==> src/rtl/instr_seq_pkg.sv <==
// Shared decode constants and FSM state type for the instruction sequencer.
// Opcode values must track the control unit's decoder.
package instr_seq_pkg;
  localparam int OPC_W = 6;
  localparam int OPR_W = 10;

  localparam logic [OPC_W-1:0] OPC_JUMPNZ = 6'd47;
  localparam logic [OPC_W-1:0] OPC_JUMPZ  = 6'd51;
  localparam logic [OPC_W-1:0] OPC_NOP    = 6'd46;

  typedef enum logic [2:0] {
    S_IDLE,
    S_FETCH,
    S_LATCH,
    S_DISPATCH,
    S_DONE
  } state_t;

  function automatic logic is_jump(input logic [OPC_W-1:0] opc);
    return (opc == OPC_JUMPNZ) || (opc == OPC_JUMPZ);
  endfunction
endpackage

==> src/rtl/instr_sequencer_pc_unit.sv <==
// pc_unit: program counter with clear/load/saturating increment; illegal flags pc >= INST_DEPTH.
// Latency: one cycle from control to new pc; no backpressure (controls are single-cycle strobes).
module pc_unit #(
  parameter int ADDR_W     = 10,
  parameter int INST_DEPTH = 166
) (
  input  logic              clk,
  input  logic              rst_n,
  input  logic              clr,
  input  logic              load,
  input  logic [ADDR_W-1:0] load_val,
  input  logic              inc,
  output logic [ADDR_W-1:0] pc,
  output logic              illegal
);
  localparam logic [ADDR_W-1:0] DEPTH = ADDR_W'(INST_DEPTH);

  always_ff @(posedge clk or negedge rst_n) begin
    if (!rst_n) begin
      pc <= '0;
    end else if (clr) begin
      pc <= '0;
    end else if (load) begin
      pc <= load_val;
    end else if (inc) begin
      // Saturate at DEPTH so a run-off program faults on the next fetch instead of wrapping.
      pc <= (pc >= DEPTH - ADDR_W'(1)) ? DEPTH : pc + ADDR_W'(1);
    end
  end

  assign illegal = (pc >= DEPTH);
endmodule

==> src/rtl/instr_sequencer.sv <==
// Program sequencer: FETCH/LATCH/DISPATCH per instruction, jumps resolved locally, others handed off via instr_valid/exec_done.
// Latency 3 cycles per jump/NOP, 3+k otherwise; DISPATCH holds until exec_done (and step when INSTR_SEQ_STEP_EN is defined).
module instr_sequencer
  import instr_seq_pkg::*;
#(
  parameter int ADDR_W     = 10,
  parameter int INST_DEPTH = 166,
  parameter int INSTR_W    = 16
) (
  input  logic               clk,
  input  logic               rst_n,
  input  logic               start,
`ifdef INSTR_SEQ_STEP_EN
  input  logic               step_mode,
  input  logic               step,
`endif
  output logic [ADDR_W-1:0]  instr_addr,
  input  logic [INSTR_W-1:0] instr_in,
  input  logic               z_flag,
  output logic               instr_valid,
  output logic [INSTR_W-1:0] ir,
  input  logic               exec_done,
  output logic               busy,
  output logic               done,
  output logic               err,
  output logic [15:0]        retired
);
  state_t            state;
  logic              resolved;
  logic [OPC_W-1:0]  opc;
  logic [OPC_W-1:0]  opc_in;
  logic              jump, nop, taken, fire, leave, step_ok;
  logic              pc_clr, pc_load, pc_inc, pc_illegal;
  logic [ADDR_W-1:0] pc;

  assign opc    = ir[INSTR_W-1 -: OPC_W];
  assign opc_in = instr_in[INSTR_W-1 -: OPC_W];
  assign jump   = is_jump(opc);
  assign nop    = (opc == OPC_NOP);
  assign taken  = ((opc == OPC_JUMPZ) && z_flag) || ((opc == OPC_JUMPNZ) && !z_flag);

`ifdef INSTR_SEQ_STEP_EN
  assign step_ok = !step_mode || step;
`else
  assign step_ok = 1'b1;
`endif

  // resolved keeps the next pc from being recomputed while a step is awaited.
  assign fire    = (state == S_DISPATCH) && !resolved && (jump || nop || exec_done);
  assign leave   = (state == S_DISPATCH) && (fire || resolved) && (nop || step_ok);
  assign pc_clr  = ((state == S_IDLE) || (state == S_DONE)) && start;
  assign pc_load = fire && jump && taken;
  assign pc_inc  = fire && !nop && !(jump && taken);

  pc_unit #(
    .ADDR_W    (ADDR_W),
    .INST_DEPTH(INST_DEPTH)
  ) u_pc (
    .clk     (clk),
    .rst_n   (rst_n),
    .clr     (pc_clr),
    .load    (pc_load),
    .load_val(ADDR_W'(ir[OPR_W-1:0])),
    .inc     (pc_inc),
    .pc      (pc),
    .illegal (pc_illegal)
  );

  // The pc register doubles as the RAM address, so a jump target is on the bus in the very next FETCH.
  assign instr_addr = pc;

  always_ff @(posedge clk or negedge rst_n) begin
    if (!rst_n) begin
      state       <= S_IDLE;
      ir          <= '0;
      instr_valid <= 1'b0;
      busy        <= 1'b0;
      done        <= 1'b0;
      err         <= 1'b0;
      retired     <= '0;
      resolved    <= 1'b0;
    end else begin
      case (state)
        S_IDLE, S_DONE: begin
          if (start) begin
            state   <= S_FETCH;
            busy    <= 1'b1;
            done    <= 1'b0;
            err     <= 1'b0;
            retired <= '0;
          end
        end
        S_FETCH: begin
          if (pc_illegal) begin
            err   <= 1'b1;
            state <= S_DONE;
            busy  <= 1'b0;
            done  <= 1'b1;
          end else begin
            state <= S_LATCH;
          end
        end
        S_LATCH: begin
          ir          <= instr_in;
          instr_valid <= !(is_jump(opc_in) || (opc_in == OPC_NOP));
          resolved    <= 1'b0;
          state       <= S_DISPATCH;
        end
        S_DISPATCH: begin
          if (fire) begin
            retired     <= retired + 16'd1;
            instr_valid <= 1'b0;
            resolved    <= 1'b1;
          end
          if (leave) begin
            if (nop) begin
              state <= S_DONE;
              busy  <= 1'b0;
              done  <= 1'b1;
            end else begin
              state <= S_FETCH;
            end
          end
        end
        default: state <= S_IDLE;
      endcase
    end
  end
endmodule
==> config.mk <==
export PLATFORM = sky130hd
export DESIGN_NAME = instr_sequencer
export DESIGN_NICKNAME = d
export VERILOG_FILES = /design/src/rtl/instr_seq_pkg.sv /design/src/rtl/instr_sequencer_pc_unit.sv /design/src/rtl/instr_sequencer.sv
export SDC_FILE = /design/constraint.sdc
export NUM_CORES = 1
export LEC_CHECK = 0
export CORE_MARGIN = 5
export CORE_UTILIZATION = 40
export CTS_CLUSTER_DIAMETER = 100
export DETAILED_ROUTE_END_ITERATION = 16
export PLACE_DENSITY = 0.66
export SYNTH_ARGS = -nofsm -noshare
export SYNTH_HDL_FRONTEND = slang
export SYNTH_SLANG_ARGS = --single-unit
==> constraint.sdc <==
create_clock -name clk -period 2.1 [get_ports clk]
set_input_delay 0.21 -clock clk [delete_from_list [all_inputs] [get_ports clk]]
set_output_delay 0.21 -clock clk [all_outputs]
set_load 0.005 [all_outputs]
==> flow_summary.json <==
{
  "period_minus_slack_ns": 2.03,
  "timing.hold.ws_ns": 0.345,
  "die_w_um": 92.0,
  "cts_tree": "yes",
  "power.density_nw_per_um2": 1100,
  "setup_viol_count_final": 0,
  "fin_nets": 374,
  "ios": 67,
  "p_leak_nw": 1.58,
  "grt_util_met2": 0.249,
  "worst_setup_path_start_kind": "flop",
  "gr-usage-met3": 0.0360,
  "skew_ns": 0.00898,
  "cts-root-buf": "clkbuf_8",
  "cts_max_level": 2,
  "first_iter_violations": 138,
  "path_cells": "inv_1 > ha_1 > or2b_2 > and3_4 > or3b_4 > nor4bb_2 > a221o_1",
  "final.period_utilization": 0.966,
  "seq_area_frac_synth": 0.465,
  "drive_above_1_share": 0.192,
  "core_area_um2": 6460,
  "path_buf_inv": 1,
  "cts_made_buffers": 5,
  "worst_pin_slew_ns": 0.530,
  "rsz0062_at_grt": "yes",
  "synth_cells": 259,
  "drv_slew": 0,
  "max_freq_mhz": 493,
  "n_fill_cell": 585,
  "synthToLayoutAreaGrowth_pct": 37.3,
  "synthArstFlopShare": 1.00,
  "hp-class": "input port to async pin",
  "path_class": "flop to flop",
  "crit_fanout": 9,
  "syn-num-nets": 285,
  "cts_setup_buffers": 0,
  "hold_viol_final": 0,
  "drcViolationCount": 0,
  "clock_latency_ns": 0.30,
  "reg2reg_depth": 7,
  "cp_data_required_time_ns": 2.35,
  "finalWirelength_um": 6910,
  "ys_ff_latch": 50,
  "antenna_found_initial": 0,
  "cts_sinks": 50,
  "cts_buffer_depth": 2,
  "grt_max_degree": 20,
  "grt_use_total": 0.171,
  "vias": 2362,
  "start_util": 0.417,
  "r2r_start": "u_pc.pc[0]",
  "ys.flop_type": "dfrtp_1",
  "ant_nets": 0,
  "overflow": 0,
  "hpwl_um": 5240,
  "ys.warnings.count": 0,
  "grt_pass1_vias": 2289,
  "diodes": 0,
  "met1_usage": 0.255,
  "viasPerCell": 5.54,
  "syn_avg_cell_area_um2": 10.4,
  "routedWlPerCell_um": 16.2,
  "syn_area_um2": 2690,
  "fp.dieArea_um2": 8460,
  "dr.pass1.iters": 4,
  "fin_tns_setup_ns": 0,
  "relSlewSlack": 0.646,
  "r2r_end": "u_pc.pc[6]",
  "peakVddDrop_uv": 658,
  "path_depth": 7,
  "grt_pass1_wl_um": 11700,
  "critPathTopFamily": "simple AND/OR/NAND/NOR gates",
  "die_h_um": 92.0,
  "max_cap_violations": 0,
  "busiest_layer": "met1",
  "row_count": 29,
  "slowest_stage": "or3b_4",
  "synth_edf_count": 0,
  "outcome": "complete, no violations",
  "post-place-ws_ns": -0.0535,
  "arrival_ns": 2.28,
  "max_stage_delay_ns": 0.44,
  "reg2reg_slack_ns": 0.07,
  "portBuffers": 66,
  "total_power_mw": 4.05,
  "clk_pin_slew_ns": 0.09,
  "gp_congestion": 0.833,
  "finalWorstSetupSlack_ns": 0.0721,
  "setup.worst_path.end_class": "flop",
  "synth_cell_types": 63
}
## power by group
group,switching [mW],internal [mW]
Clock,0.319,0.333
Sequential,0.298,1.26
Combinational,0.789,1.06
Total,1.41,2.65
## metrics by stage
stage	instance area, µm²	util	instances
2_1_floorplan	2690	-	259
3_5_place_dp	3560	0.552	417
5_1_grt	3690	0.572	426
3_3_place_gp	3560	0.552	417
4_1_cts	3690	0.571	426
6_report	3690	0.572	426
## cells in the mapped netlist, drive strengths merged, types with 2 or more instances
| cell | instances | area [µm²] |
|---|---|---|
| a21oi | 5 | 25.0 |
| a22o | 5 | 45.0 |
| a31oi | 2 | 12.5 |
| and3 | 6 | 43.8 |
| and4bb | 4 | 57.6 |
| buf | 8 | 55.1 |
| dfrtp | 50 | 1250 |
| ha | 5 | 62.6 |
| inv | 12 | 45.0 |
| mux2 | 15 | 169 |
| nand2 | 23 | 86.3 |
| nand3 | 13 | 65.1 |
| nand4 | 7 | 50.1 |
| nor2 | 20 | 75.1 |
| nor3 | 4 | 20.0 |
| nor3b | 3 | 27.5 |
| nor4 | 6 | 37.5 |
| nor4bb | 2 | 20.0 |
| o211ai | 2 | 20.0 |
| o21ai | 17 | 85.1 |
| o221ai | 5 | 43.8 |
| o311ai | 2 | 25.0 |
| o31ai | 2 | 15.0 |
| o32ai | 3 | 33.8 |
| or3 | 3 | 18.8 |
| xnor2 | 5 | 43.8 |
| xor2 | 6 | 52.6 |
## sequential cells by signal, indices dropped and copies added (netlist names)
name / count
busy: 1
done: 1
err: 1
instr_valid: 1
ir: 16
resolved: 1
retired: 16
state: 3
u_pc.pc: 10
## cell families after synthesis
group	share of synthesized area
xor+xnor	0.0358
fa+ha+maj	0.0233
compound gates	0.153
mux	0.0628
buf+inv	0.0386
flops	0.465
simple gates	0.221
## worst reg2reg max path, delay by kind of cell (launching register included)
kind	cells	cell delay, ns
simple gates	4	1.20
flops	1	0.41
fa+ha+maj	1	0.14
compound gates	1	0.14
buf+inv	1	0.09
## repair_timing
item / in CTS / in global routing
endpoints found under the setup margin: 3 / 3
resized for setup: 1 / 2
endpoints found under the hold margin: 14 / 0
hold buffers: 1 / 0
## how the worst max path moves through the flow
stage	start	endpoint	slack, ns
6_report	u_pc.pc[0]	u_pc.pc[6]	0.07
5_1_grt	u_pc.pc[0]	u_pc.pc[6]	-0.02
4_1_cts	u_pc.pc[1]	u_pc.pc[6]	0.07
3_5_place_dp	z_flag	u_pc.pc[3]	-0.05
3_3_place_gp	z_flag	u_pc.pc[3]	-0.01
2_1_floorplan	u_pc.pc[1]	u_pc.pc[6]	0.05
## final cells by class
type	instances	area, µm²	share of cell area
inverters	12	45.0	0.0122
clock buffers	8	110	0.0298
multi-input cells	188	1340	0.364
flip-flops and latches	50	1250	0.339
well taps	77	96.3	0.0261
repair buffers	91	846	0.229
## cells in the final DEF (no fill, tap or decap), types with 8 or more instances in the layout
cell	count
dfrtp_1	50
clkdlybuf4s50_1	65
o21ai_0	16
buf_4	24
nand3_1	13
inv_1	12
nand2_1	23
nor2_1	20
clkbuf_8	8
mux2_2	15
## routing by layer
metal,part of all wire,routed length [µm]
met5,0,0
met3,0.046,315
met4,0.012,83
met2,0.44,3020
met1,0.51,3490
(Power assumes the default switching activity.)
